$ cat config.mk
export PLATFORM = sky130hd
export DESIGN_NAME = vga_rect_fill_flat
export DESIGN_NICKNAME = d
export VERILOG_FILES = /design/src/rtl/vga_rect_fill_if.sv /design/src/rtl/vga_rect_fill.sv /design/src/flat_wrapper.sv
export SDC_FILE = /design/constraint.sdc
export NUM_CORES = 1
export LEC_CHECK = 0
export CAP_MARGIN = 10
export CORE_MARGIN = 1.5
export CORE_UTILIZATION = 40
export DETAILED_ROUTE_END_ITERATION = 6
export PLACE_DENSITY = 0.63
export RECOVER_POWER = 25
export SLEW_MARGIN = 20
export SYNTH_ARGS = -nofsm -noshare
export SYNTH_HDL_FRONTEND = slang
export SYNTH_SLANG_ARGS = --single-unit
$ cat constraint.sdc
create_clock -name clk -period 2.8 [get_ports clk]
set_input_delay 0.56 -clock clk [delete_from_list [all_inputs] [get_ports clk]]
set_output_delay 0.56 -clock clk [all_outputs]
set_load 0.01 [all_outputs]
$ cat src/rtl/vga_rect_fill_if.sv
// Fill command channel and frame-buffer write port of vga_rect_fill.
// master: command source and memory side; slave: the fill engine.
interface vga_rect_fill_if #(
  parameter int data_width = 3,
  parameter int h_width    = 10,
  parameter int v_width    = 10,
  parameter int addr_width = 19
);
  logic                  cmd_valid;
  logic                  cmd_ready;
  logic [h_width-1:0]    cmd_x0;
  logic [h_width-1:0]    cmd_x1;
  logic [v_width-1:0]    cmd_y0;
  logic [v_width-1:0]    cmd_y1;
  logic [data_width-1:0] cmd_color;
  logic                  wr_en;
  logic [addr_width-1:0] wr_addr;
  logic [data_width-1:0] wr_data;
  logic                  mem_ready;

  modport master (
    output cmd_valid, cmd_x0, cmd_x1,
    output cmd_y0, cmd_y1, cmd_color,
    output mem_ready,
    input  cmd_ready, wr_en, wr_addr, wr_data
  );

  modport slave (
    input  cmd_valid, cmd_x0, cmd_x1,
    input  cmd_y0, cmd_y1, cmd_color,
    input  mem_ready,
    output cmd_ready, wr_en, wr_addr, wr_data
  );
endinterface

$ cat src/rtl/vga_rect_fill.sv
// Rectangle fill engine: writes one colour row-major into a frame buffer.
// Ports: clk, rst_n (async low), bus (slave), busy, done, err.
// Define VGA_RECT_FILL_CLIP_EN to clip x1/y1 instead of rejecting.
module vga_rect_fill #(
  parameter int data_width = 3,
  parameter int h_width    = 10,
  parameter int v_width    = 10,
  parameter int horiz      = 640,
  parameter int vert       = 480,
  parameter int addr_width = 19
) (
  input  logic           clk,
  input  logic           rst_n,
  vga_rect_fill_if.slave bus,
  output logic           busy,
  output logic           done,
  output logic           err
);

  typedef enum logic [1:0] {
    IDLE, CHECK, FILL, DONE
  } state_t;

  localparam logic [h_width:0] h_lim =
    horiz[h_width:0];
  localparam logic [v_width:0] v_lim =
    vert[v_width:0];
  localparam logic [addr_width-1:0] h_step =
    addr_width'(horiz);
`ifdef VGA_RECT_FILL_CLIP_EN
  localparam logic [h_width-1:0] x_last =
    h_width'(horiz - 1);
  localparam logic [v_width-1:0] y_last =
    v_width'(vert - 1);
`endif

  state_t                state;
  logic                  cmd_ready;
  logic                  wr_en;
  logic [addr_width-1:0] wr_addr;
  logic [data_width-1:0] wr_data;
  logic [h_width-1:0]    x0_q, x1_q, x;
  logic [v_width-1:0]    y0_q, y1_q, y;
  logic [data_width-1:0] color_q;
  logic [addr_width-1:0] row_base;
  logic [h_width-1:0]    x1_eff;
  logic [v_width-1:0]    y1_eff;
  logic                  reject;

  assign bus.cmd_ready = cmd_ready;
  assign bus.wr_en     = wr_en;
  assign bus.wr_addr   = wr_addr;
  assign bus.wr_data   = wr_data;
  assign busy          = (state != IDLE);

  always_comb begin
    x1_eff = x1_q;
    y1_eff = y1_q;
    reject = 1'b0;
`ifdef VGA_RECT_FILL_CLIP_EN
    if ({1'b0, x1_q} >= h_lim) x1_eff = x_last;
    if ({1'b0, y1_q} >= v_lim) y1_eff = y_last;
`else
    if ({1'b0, x1_q} >= h_lim ||
        {1'b0, y1_q} >= v_lim)
      reject = 1'b1;
`endif
    if (x0_q > x1_eff || y0_q > y1_eff ||
        {1'b0, x0_q} >= h_lim ||
        {1'b0, y0_q} >= v_lim)
      reject = 1'b1;
  end

  always_ff @(posedge clk or negedge rst_n) begin
    if (!rst_n) begin
      state     <= IDLE;
      cmd_ready <= 1'b0;
      wr_en     <= 1'b0;
      wr_addr   <= '0;
      wr_data   <= '0;
      done      <= 1'b0;
      err       <= 1'b0;
      x0_q      <= '0;
      x1_q      <= '0;
      y0_q      <= '0;
      y1_q      <= '0;
      x         <= '0;
      y         <= '0;
      color_q   <= '0;
      row_base  <= '0;
    end else begin
      done <= 1'b0;
      err  <= 1'b0;
      unique case (state)
        IDLE: begin
          if (bus.cmd_valid && cmd_ready) begin
            x0_q      <= bus.cmd_x0;
            x1_q      <= bus.cmd_x1;
            y0_q      <= bus.cmd_y0;
            y1_q      <= bus.cmd_y1;
            color_q   <= bus.cmd_color;
            cmd_ready <= 1'b0;
            state     <= CHECK;
          end else begin
            cmd_ready <= 1'b1;
          end
        end
        CHECK: begin
          if (reject) begin
            err   <= 1'b1;
            state <= IDLE;
          end else begin
            x        <= x0_q;
            y        <= y0_q;
            x1_q     <= x1_eff;
            y1_q     <= y1_eff;
            row_base <= addr_width'(y0_q) * h_step;
            state    <= FILL;
          end
        end
        FILL: begin
          if (!wr_en) begin
            wr_en   <= 1'b1;
            wr_addr <= row_base + addr_width'(x);
            wr_data <= color_q;
          end else if (bus.mem_ready) begin
            // next address is issued straight away so
            // an unstalled fill writes every cycle
            if (x != x1_q) begin
              x       <= x + h_width'(1);
              wr_addr <= wr_addr + addr_width'(1);
            end else if (y != y1_q) begin
              x        <= x0_q;
              y        <= y + v_width'(1);
              row_base <= row_base + h_step;
              wr_addr  <= row_base + h_step +
                          addr_width'(x0_q);
            end else begin
              wr_en <= 1'b0;
              done  <= 1'b1;
              state <= DONE;
            end
          end
        end
        DONE: begin
          cmd_ready <= 1'b1;
          state     <= IDLE;
        end
      endcase
    end
  end

endmodule

$ cat src/flat_wrapper.sv
// flat-port wrapper written by rule: the top's interface ports become plain ports
module vga_rect_fill_flat 
#(
  parameter int data_width = 3,
  parameter int h_width    = 10,
  parameter int v_width    = 10,
  parameter int horiz      = 640,
  parameter int vert       = 480,
  parameter int addr_width = 19
)
  (clk, rst_n, busy, done, err, bus_cmd_valid, bus_cmd_x0, bus_cmd_x1, bus_cmd_y0, bus_cmd_y1, bus_cmd_color, bus_mem_ready, bus_cmd_ready, bus_wr_en, bus_wr_addr, bus_wr_data);
  vga_rect_fill_if #(.data_width(data_width), .h_width(h_width), .v_width(v_width), .addr_width(addr_width)) bus_i ();
  input  logic clk;
  input  logic rst_n;
  output logic busy;
  output logic done;
  output logic err;
  input wire logic [$bits(bus_i.cmd_valid)-1:0] bus_cmd_valid;
  input wire logic [$bits(bus_i.cmd_x0)-1:0] bus_cmd_x0;
  input wire logic [$bits(bus_i.cmd_x1)-1:0] bus_cmd_x1;
  input wire logic [$bits(bus_i.cmd_y0)-1:0] bus_cmd_y0;
  input wire logic [$bits(bus_i.cmd_y1)-1:0] bus_cmd_y1;
  input wire logic [$bits(bus_i.cmd_color)-1:0] bus_cmd_color;
  input wire logic [$bits(bus_i.mem_ready)-1:0] bus_mem_ready;
  output wire logic [$bits(bus_i.cmd_ready)-1:0] bus_cmd_ready;
  output wire logic [$bits(bus_i.wr_en)-1:0] bus_wr_en;
  output wire logic [$bits(bus_i.wr_addr)-1:0] bus_wr_addr;
  output wire logic [$bits(bus_i.wr_data)-1:0] bus_wr_data;
  assign bus_i.cmd_valid = bus_cmd_valid;
  assign bus_i.cmd_x0 = bus_cmd_x0;
  assign bus_i.cmd_x1 = bus_cmd_x1;
  assign bus_i.cmd_y0 = bus_cmd_y0;
  assign bus_i.cmd_y1 = bus_cmd_y1;
  assign bus_i.cmd_color = bus_cmd_color;
  assign bus_i.mem_ready = bus_mem_ready;
  assign bus_cmd_ready = bus_i.cmd_ready;
  assign bus_wr_en = bus_i.wr_en;
  assign bus_wr_addr = bus_i.wr_addr;
  assign bus_wr_data = bus_i.wr_data;
  vga_rect_fill #(.data_width(data_width), .h_width(h_width), .v_width(v_width), .horiz(horiz), .vert(vert), .addr_width(addr_width)) u_core (.clk(clk), .rst_n(rst_n), .bus(bus_i), .busy(busy), .done(done), .err(err));
endmodule
==> results_dict.tcl, run 1 <==
set metrics [dict create \
    outcome "complete, no violations" \
    r2r_setup_slack_ps 130 \
    ios 74 \
    fin_crit_ps 2670 \
    maxSlewHeadroom_pct 34.7 \
    synthArstFlopShare_pct 100 \
    hold_slack_ps 324 \
    track_usage_pct 21.0 \
    p_leak_uw 0.00377 \
    power_frac_clock_pct 12.3 \
    die_w_um 137 \
    critPathKind "reg -> reg" \
    drive_gt1_share_pct 16.5 \
    ys_warn_count 0 \
    grt_max_degree 60 \
    utilization_pct 50.3 \
    drc 0 \
    initial_core_util_pct 41.4 \
    clkLatencyLatePin_ps 360 \
    cap_violations 0 \
    syn_area_per_cell_um2 9.21 \
    via_per_inst 5.56 \
    final_common_cell "dfrtp_1" \
    path_clk_slew_ps 80 \
    syn-num-nets 883 \
    syn_area_um2 7230 \
    final_cell_mix "102 x dfrtp_1, 72 x clkdlybuf4s50_1, 62 x a21oi_1" \
    place_area_um2 8430 \
    gr-usage-met2_pct 32.6 \
    syn_to_final_growth_pct 21.5 \
    fp-row-count 48 \
    drtIter0Drc 539 \
    comb_power_share_pct 59.9 \
    grt_pass1_wl_um 31000 \
    arrival_ps 2940 \
    routedWlPerCell_um 16.9 \
    cts_tree "built" \
    yosysUniqueCellTypes 70 \
    n_fill_cell 1655 \
    die_h_um 137 \
    hold_class "in -> async" \
    grt-ovfl-total 0 \
    start_kind "flip-flop" \
    swShare_pct 44.3 \
    seqPwrFrac_pct 27.8 \
    finClkSkew_ps 10.0 \
    power_density_nw_per_um2 1190 \
    yosysSeqAreaShare_pct 35.7 \
    yosys_most_used_dff "dfrtp_1" \
    grtUsageMet1_pct 29.9 \
    cp_data_required_time_ps 3070 \
    diodes 0 \
    firstDrtPassIters 5 \
    cp-end-kind "flip-flop" \
    antenna_found_initial 0 \
    hpwl_um 13900 \
    fin_crit_sh_pct 95.5 \
    ys_ff_latch 103 \
    nets 979 \
    use_met3_pct 4.75 \
    crit_path_max_fanout 5 \
    grt_pass1_vias 5966 \
    cts_buffer_depth 2 \
    synth_edf_count 0 \
    die-area_um2 18900 \
    max_freq_mhz 374 \
    cts_buffers 9 \
    hold_viol_final 0 \
    slew_violations 0 \
    cts.sinks 103 \
    vdd_ir_drop_max_uv 550 \
    io_buffer_count 73 \
    coreArea_um2 17500 \
    setup_viol 0 \
    wl_um 18800 \
    h-tree-depth 3 \
    rsz0062_at_grt "yes" \
    setup-tns-final_ps 0 \
    p_int_uw 5800 \
    p_switching_uw 4610 \
    place_congestion 0.843 \
    root_buffer "clkbuf_16" \
    grt.busiest_layer "met2" \
    hold_buffers 0 \
    total_power_uw 10400 \
    tightest_slew_ps 979 \
    finalInstanceArea_um2 8780 \
    syn_inst 785 \
    vias 6178 \
    postRouteAntennaNets 0 \
]
==> flip-flops by register name, indices dropped and copies added (netlist names), 10 cells and up <==
name                cells
u_core.bus.wr_addr     19
u_core.row_base        12
u_core.x0_q            10
u_core.x1_eff          10
u_core.x               10
u_core.y0_q            10
u_core.y1_eff          10
u_core.y               10
==> timing repair <==
item / CTS / global route
buffers inserted: 0 / 3
setup endpoints to repair: 0 / 12
gates resized for setup: 0 / 9
==> power groups by stage <==
stage               logic, uW  registers (uW)  clock network [uW]
detailed placement       6070            2910                   0
global route             6930            3000                1360
floorplan                4470            2680                   0
CTS                      6120            2890                1300
finish                   6240            2890                1280
global placement         6000            2900                   0
==> layer usage <==
layer,part of all wire [%],vias to the layer above,routed length (um)
met2,45,158,8510
met5,0,-,0
met1,48,2930,9020
met3,5.6,18,1050
li1,-,3072,-
met4,1.1,0,216
==> Yosys cell counts, types with 3 or more instances <==
cell | number | share of area (%)
clkbuf_1 | 16 | 0.83
a21oi_1 | 62 | 4.3
nor3_1 | 25 | 1.7
nand4_1 | 21 | 1.8
dfrtp_1 | 103 | 36
o21a_1 | 3 | 0.31
o21ai_1 | 5 | 0.35
nor4_1 | 6 | 0.52
nand2_1 | 57 | 3.0
or2_2 | 3 | 0.26
a41oi_1 | 7 | 0.85
mux2i_1 | 7 | 0.97
o21bai_1 | 3 | 0.31
a31o_2 | 3 | 0.36
nor3b_1 | 7 | 0.73
and4_1 | 4 | 0.48
o21ai_0 | 41 | 2.8
nor2_1 | 37 | 1.9
ha_1 | 50 | 8.7
a211oi_1 | 7 | 0.73
or3_1 | 3 | 0.26
mux2_2 | 49 | 7.6
a22o_1 | 4 | 0.48
buf_2 | 18 | 1.2
inv_1 | 49 | 2.5
and2_1 | 4 | 0.35
a21o_1 | 6 | 0.62
o311ai_0 | 3 | 0.36
nand3_1 | 27 | 1.9
a31oi_1 | 15 | 1.3
and3_1 | 13 | 1.1
a22oi_1 | 4 | 0.42
buf_4 | 5 | 0.52
a41o_1 | 3 | 0.42
o2bb2ai_1 | 8 | 0.97
nand2b_1 | 7 | 0.61
xor2_1 | 10 | 1.2
o211ai_1 | 11 | 1.1
xnor2_1 | 39 | 4.7
o22ai_1 | 5 | 0.43
==> metrics by stage <==
step | setup WS [ps] | instances
3_5_place_dp | 57.5 | 1092
5_1_grt | -10.6 | 1111
4_1_cts | 32.6 | 1108
3_3_place_gp | 102 | 1092
6_report | 126 | 1111
2_1_floorplan | 270 | 785
==> worst max-delay path: stages, from the launching register on <==
cell       delay (ps)
dfrtp_2           450
ha_1              290
ha_1              230
fa_2              360
a21o_1            200
a211oi_2          220
nor2_1             90
o41ai_2           350
xnor2_1           160
nand4_1           100
o2111ai_1         120
==> final timing paths <==
kind	startpoint	to	depth (start not counted)
max in group asynchronous	rst_n	u_core.x0_q[6]$_DFFE_PN0P_	2
worst min-delay path	rst_n	u_core.y0_q[0]$_DFFE_PN0P_	1
worst min register to register	u_core.color_q[2]$_DFFE_PN0P_	u_core.color_q[2]$_DFFE_PN0P_	1
worst max-delay path	u_core.y0_q[3]$_DFFE_PN0P_	u_core.row_base[18]$_DFFE_PN0P_	10
min in group clk	u_core.color_q[2]$_DFFE_PN0P_	u_core.color_q[2]$_DFFE_PN0P_	1
worst max register to register	u_core.y0_q[3]$_DFFE_PN0P_	u_core.row_base[18]$_DFFE_PN0P_	10
==> logic make-up after synthesis <==
logic type / synth area share [%]
AND/OR/NAND/NOR: 16.3
buffers and inverters: 5.78
XOR/XNOR: 5.94
flip-flops: 35.7
AO/OA/AOI/OAI: 18.6
adder cells (fa/ha/maj): 8.93
multiplexers: 8.81
==> cell type report <==
type	instances	area (um^2)	share of cell area (%)
tap	225	282	3.21
multi-input combinational	589	4280	48.7
clock inverter	5	38.8	0.442
clock buffer	11	253	2.88
inverter	49	184	2.09
timing repair buffer	129	1170	13.3
sequential	103	2580	29.4
Power figures use the tool's default switching activity.
==> run 2: changes to the inputs <==
Settings changed: PLACE_DENSITY 0.63 to 0.65.
Clock period 2.8 ns to 2.3 ns, I/O delays scaled along.
==> results_dict.tcl, run 2 (synthesis results as in run 1) <==
set metrics [dict create \
    grt_max_degree 64 \
    top_register "u_core.bus.wr_addr" \
    finalInstanceArea_um2 10100 \
    clkLatencyLatePin_ps 360 \
    hold_viol_final 0 \
    grt_pass1_vias 6060 \
    rsz0062_at_grt "yes" \
    n_fill_cell 1492 \
    cp_slowest_cell "dfrtp_2" \
    die_h_um 137 \
    r2r-start "u_core.y0_q[3]$_DFFE_PN0P_" \
    fp-row-count 48 \
    fin_crit_sh_pct 107 \
    postRouteAntennaNets 0 \
    antenna_found_initial 0 \
    violations "max-capacitance violations, max-slew violations, negative setup slack" \
    path_clk_slew_ps 80 \
    io_buffer_count 73 \
    rr_endpoint "u_core.row_base[16]$_DFFE_PN0P_" \
    cp_data_required_time_ps 2550 \
    routedWlPerCell_um 17.0 \
    hold_class "in -> async" \
    hpwl_um 14300 \
    utilization_pct 58.0 \
    critPathKind "reg -> reg" \
    r2r_setup_slack_ps -160 \
    finClkSkew_ps 9.44 \
    final_common_cell "buf_4" \
    crit_chain "ha_4 -> ha_2 -> fa_2 -> a21o_1 -> a211oi_2 -> nor2_1 -> nor2_1 -> xnor2_1 -> o21ai_1 -> mux2_4" \
    syn_to_final_growth_pct 40.3 \
    via_per_inst 5.65 \
    setup-tns-final_ps -2750 \
    arrival_ps 2710 \
    die-area_um2 18900 \
    vias 6733 \
    diodes 0 \
    start_kind "flip-flop" \
    drc 0 \
    ios 74 \
    nets 1060 \
    hold_buffers 0 \
    grt-ovfl-total 0 \
    drive_gt1_share_pct 32.9 \
    maxSlewHeadroom_pct -6.45 \
    h-tree-depth 3 \
    cts_tree "built" \
    cts.sinks 103 \
    crit_path_max_fanout 4 \
    root_buffer "clkbuf_16" \
    firstDrtPassIters 7 \
    p_leak_uw 0.00426 \
    slew_violations 64 \
    place_area_um2 9010 \
    grt_pass1_wl_um 31800 \
    max_freq_mhz 407 \
    largest_registers "u_core.bus.wr_addr (19), u_core.row_base (12)" \
    largest_register_ffs 19 \
    rr_worst_depth 10 \
    worst_path_most_repeated_cell "nor2_1" \
    initial_core_util_pct 41.4 \
    track_usage_pct 21.5 \
    cp-end-kind "flip-flop" \
    coreArea_um2 17500 \
    cts_buffers 9 \
    place_congestion 0.854 \
    outcome "complete, but fails checks" \
    fin_crit_ps 2460 \
    tightest_slew_ps 1600 \
    cap_violations 1 \
    die_w_um 137 \
    drtIter0Drc 664 \
    slowest_delay_ps 460 \
    power_density_nw_per_um2 1550 \
    setup_ws_ps -159 \
    wl_um 20300 \
    final_cell_mix "118 x buf_4, 98 x dfrtp_1, 72 x clkdlybuf4s50_1" \
    setup_viol 34 \
    vdd_ir_drop_max_uv 666 \
    cts_buffer_depth 2 \
]
-- run 2: cell types whose count changed in the layout (fill, tap and decap cells not counted), moves of 5 or more --
cell,change
a21oi_1,-13
a21oi_2,+10
a31oi_1,-5
a31oi_4,+5
buf_4,+64
buf_6,+8
ha_1,-16
ha_4,+15
inv_1,-7
inv_2,+7
nor2_1,-5
nor2_2,+5
o21ai_0,-10
o21ai_2,+11
-- run 2: report_power, final --
group	switching, uW	internal [uW]	total, uW
sequential	812	2580	3390
clock	779	761	1540
combinational	5120	5690	10800
-- run 2: layout make-up --
type | count | area, um^2 | share of cell area [%]
multi-input cells | 589 | 4890 | 48.3
inverters | 49 | 184 | 1.81
clock buffers | 9 | 225 | 2.22
flip-flops and latches | 103 | 2580 | 25.5
repair buffers | 210 | 1910 | 18.8
well taps | 225 | 282 | 2.78
clock inverters | 7 | 62.6 | 0.617
-- run 2: metal layers --
metal  track usage [%]  wire (um)  vias to the layer above
met5                 0          0                        -
met4              5.26        345                        0
met3              3.94       1210                       36
met2              32.2       9230                      249
met1              32.0       9500                     3209
li1                  -          -                     3239
-- run 2: how the worst max path moves through the flow --
stage | startpoint | end | slack (ps)
final | u_core.y0_q[3]$_DFFE_PN0P_ | u_core.row_base[16]$_DFFE_PN0P_ | -160
after global routing | u_core.x0_q[8]$_DFFE_PN0P_ | u_core.y[3]$_DFFE_PN0P_ | -300
after detailed placement | u_core.y0_q[1]$_DFFE_PN0P_ | u_core.row_base[16]$_DFFE_PN0P_ | -210
after global placement | u_core.y0_q[1]$_DFFE_PN0P_ | u_core.row_base[16]$_DFFE_PN0P_ | -160
after CTS | u_core.x1_eff[7]$_DFFE_PN0P_ | u_core.y[9]$_DFFE_PN0P_ | -190
after floorplan | u_core.row_base[7]$_DFFE_PN0P_ | u_core.bus.wr_addr[13]$_DFFE_PN0P_ | -90
-- run 2: critical path: cells and delay by family, from the launching register on --
family | cells | cell delay (ps)
fa+ha+maj | 3 | 760
compound gates | 3 | 470
flops | 1 | 460
mux | 1 | 270
simple gates | 2 | 230
xor+xnor | 1 | 150
-- run 2: timing repair --
| action | CTS | global route |
|---|---|---|
| pin swaps | 17 | 38 |
| endpoints found under the setup margin | 38 | 44 |
| setup buffers | 8 | 15 |
| resized for setup | 34 | 81 |
| cloned | 0 | 4 |
-- run 2: metrics by stage --
stage	setup slack (ps)	hold WS, ps	power [uW]	instances
after floorplan	-87.3	164	8930	785
after global placement	-156	485	11900	1152
after detailed placement	-207	489	12000	1152
after CTS	-191	99.1	14300	1175
after global routing	-296	224	16900	1192
final	-159	182	15700	1192
==> run 3: changes to the inputs <==
Settings changed: TNS_END_PERCENT from default to 50.
==> results_dict.tcl, run 3 (synthesis results as in run 1) <==
set metrics [dict create \
    max_freq_mhz 408 \
    fin_crit_ps 2450 \
    cts.sinks 103 \
    fin_crit_sh_pct 107 \
    hold_class "in -> async" \
    fp-row-count 48 \
    antenna_found_initial 0 \
    grt-ovfl-total 0 \
    final_cell_mix "109 x buf_4, 98 x dfrtp_1, 72 x clkdlybuf4s50_1" \
    drive_gt1_share_pct 29.3 \
    diodes 0 \
    grt_max_degree 64 \
    track_usage_pct 21.5 \
    rsz0062_at_grt "yes" \
    final_common_cell "buf_4" \
    nets 1049 \
    regArea_um2 2580 \
    place_ws_ps -207 \
    slew_violations 64 \
    critPathKind "reg -> reg" \
    cp-end-kind "flip-flop" \
    cp_data_required_time_ps 2550 \
    setup_ws_ps -153 \
    largest_register_ffs 19 \
    arrival_ps 2700 \
    postRouteAntennaNets 0 \
    multi_input_area_um2 4690 \
    drc 0 \
    setup_viol 35 \
    setup-tns-final_ps -2710 \
    tightest_slew_ps 1590 \
    h-tree-depth 3 \
    routedWlPerCell_um 16.7 \
    start_kind "flip-flop" \
    hpwl_um 14300 \
    cap_violations 1 \
    p_leak_uw 0.00417 \
    syn_to_final_growth_pct 36.0 \
    die_h_um 137 \
    grt_pass1_wl_um 31700 \
    n_fill_cell 1520 \
    hold_buffers 0 \
    top_register "u_core.bus.wr_addr" \
    place_congestion 0.854 \
    vias 6606 \
    io_buffer_count 73 \
    hold_viol_final 0 \
    root_buffer "clkbuf_16" \
    maxSlewHeadroom_pct -6.07 \
    vdd_ir_drop_max_uv 661 \
    finClkSkew_ps 9.07 \
    crit_path_max_fanout 4 \
    clkLatencyLatePin_ps 360 \
    grt_pass1_vias 6024 \
    firstDrtPassIters 5 \
    via_per_inst 5.59 \
    utilization_pct 56.3 \
    outcome "complete, but fails checks" \
    power_density_nw_per_um2 1540 \
    initial_core_util_pct 41.4 \
    violations "max-capacitance violations, max-slew violations, negative setup slack" \
    cts_buffers 9 \
    largest_registers "u_core.bus.wr_addr (19), u_core.row_base (12)" \
    drtIter0Drc 672 \
    wl_um 19700 \
    die-area_um2 18900 \
    cts_tree "built" \
    cts_buffer_depth 2 \
    path_clk_slew_ps 80 \
    coreArea_um2 17500 \
    ios 74 \
    die_w_um 137 \
]
## run 3: cell types whose count changed in the layout (fill, tap and decap cells not counted), moves of 3 or more
| cell | before | now |
|---|---|---|
| buf_4 | 118 | 109 |
| ha_1 | 34 | 37 |
| a21oi_1 | 49 | 52 |
| o21ai_2 | 12 | 5 |
| ha_4 | 15 | 12 |
| o21ai_1 | 5 | 11 |
## run 3: power by group
group	internal, uW	switching, uW
sequential	2580	795
clock	761	776
combinational	5370	4840
total	8710	6410
## run 3: final cells by class
type,count,share of cell area [%]
well taps,225,2.86
flip-flops and latches,103,26.3
clock buffers,9,2.29
inverters,49,1.87
clock inverters,7,0.636
repair buffers,199,18.4
multi-input cells,589,47.7
## run 3: worst max-delay path, cell delays in order, from the launching register on
cell	delay, ps
dfrtp_2	460
ha_4	230
ha_2	190
fa_2	340
a21o_1	180
a211oi_2	210
nor2_1	90
nor2_1	140
xnor2_1	150
o21ai_1	80
mux2_4	270
## run 3: final timing paths
path,depth (start not counted),startpoint,slack (ps),to
worst max-delay path,10,u_core.y0_q[3]$_DFFE_PN0P_,-150,u_core.row_base[16]$_DFFE_PN0P_
worst min-delay path,2,rst_n,180,u_core.bus.wr_addr[14]$_DFFE_PN0P_
worst max register to register,10,u_core.y0_q[3]$_DFFE_PN0P_,-150,u_core.row_base[16]$_DFFE_PN0P_
worst min register to register,1,u_core.color_q[2]$_DFFE_PN0P_,510,u_core.color_q[2]$_DFFE_PN0P_
max in group asynchronous,2,rst_n,620,u_core.state[0]$_DFFE_PN0P_
min in group clk,1,u_core.color_q[2]$_DFFE_PN0P_,510,u_core.color_q[2]$_DFFE_PN0P_
## run 3: per-stage QoR
step	power (uW)	hold slack, ps	instance area, um^2	cells
2_1_floorplan	8930	164	7310	785
3_3_place_gp	11900	485	9010	1152
3_5_place_dp	12000	489	9010	1152
4_1_cts	14100	99.1	9460	1172
5_1_grt	16300	224	9830	1181
6_report	15100	184	9830	1181
## run 3: repair_timing
action / CTS / global route
gates cloned: 0 / 3
setup endpoints to repair: 38 / 44
pin swaps: 11 / 20
setup buffers: 5 / 6
resized for setup: 29 / 51
## run 3: per-layer routing
layer	global-route usage, %	share of wire, %	routed length [um]	up-vias
met5	0	0	0	-
met4	4.85	1.5	292	0
met3	3.90	5.6	1100	34
met2	32.2	45	8810	203
met1	32.0	48	9510	3151
li1	-	-	-	3218
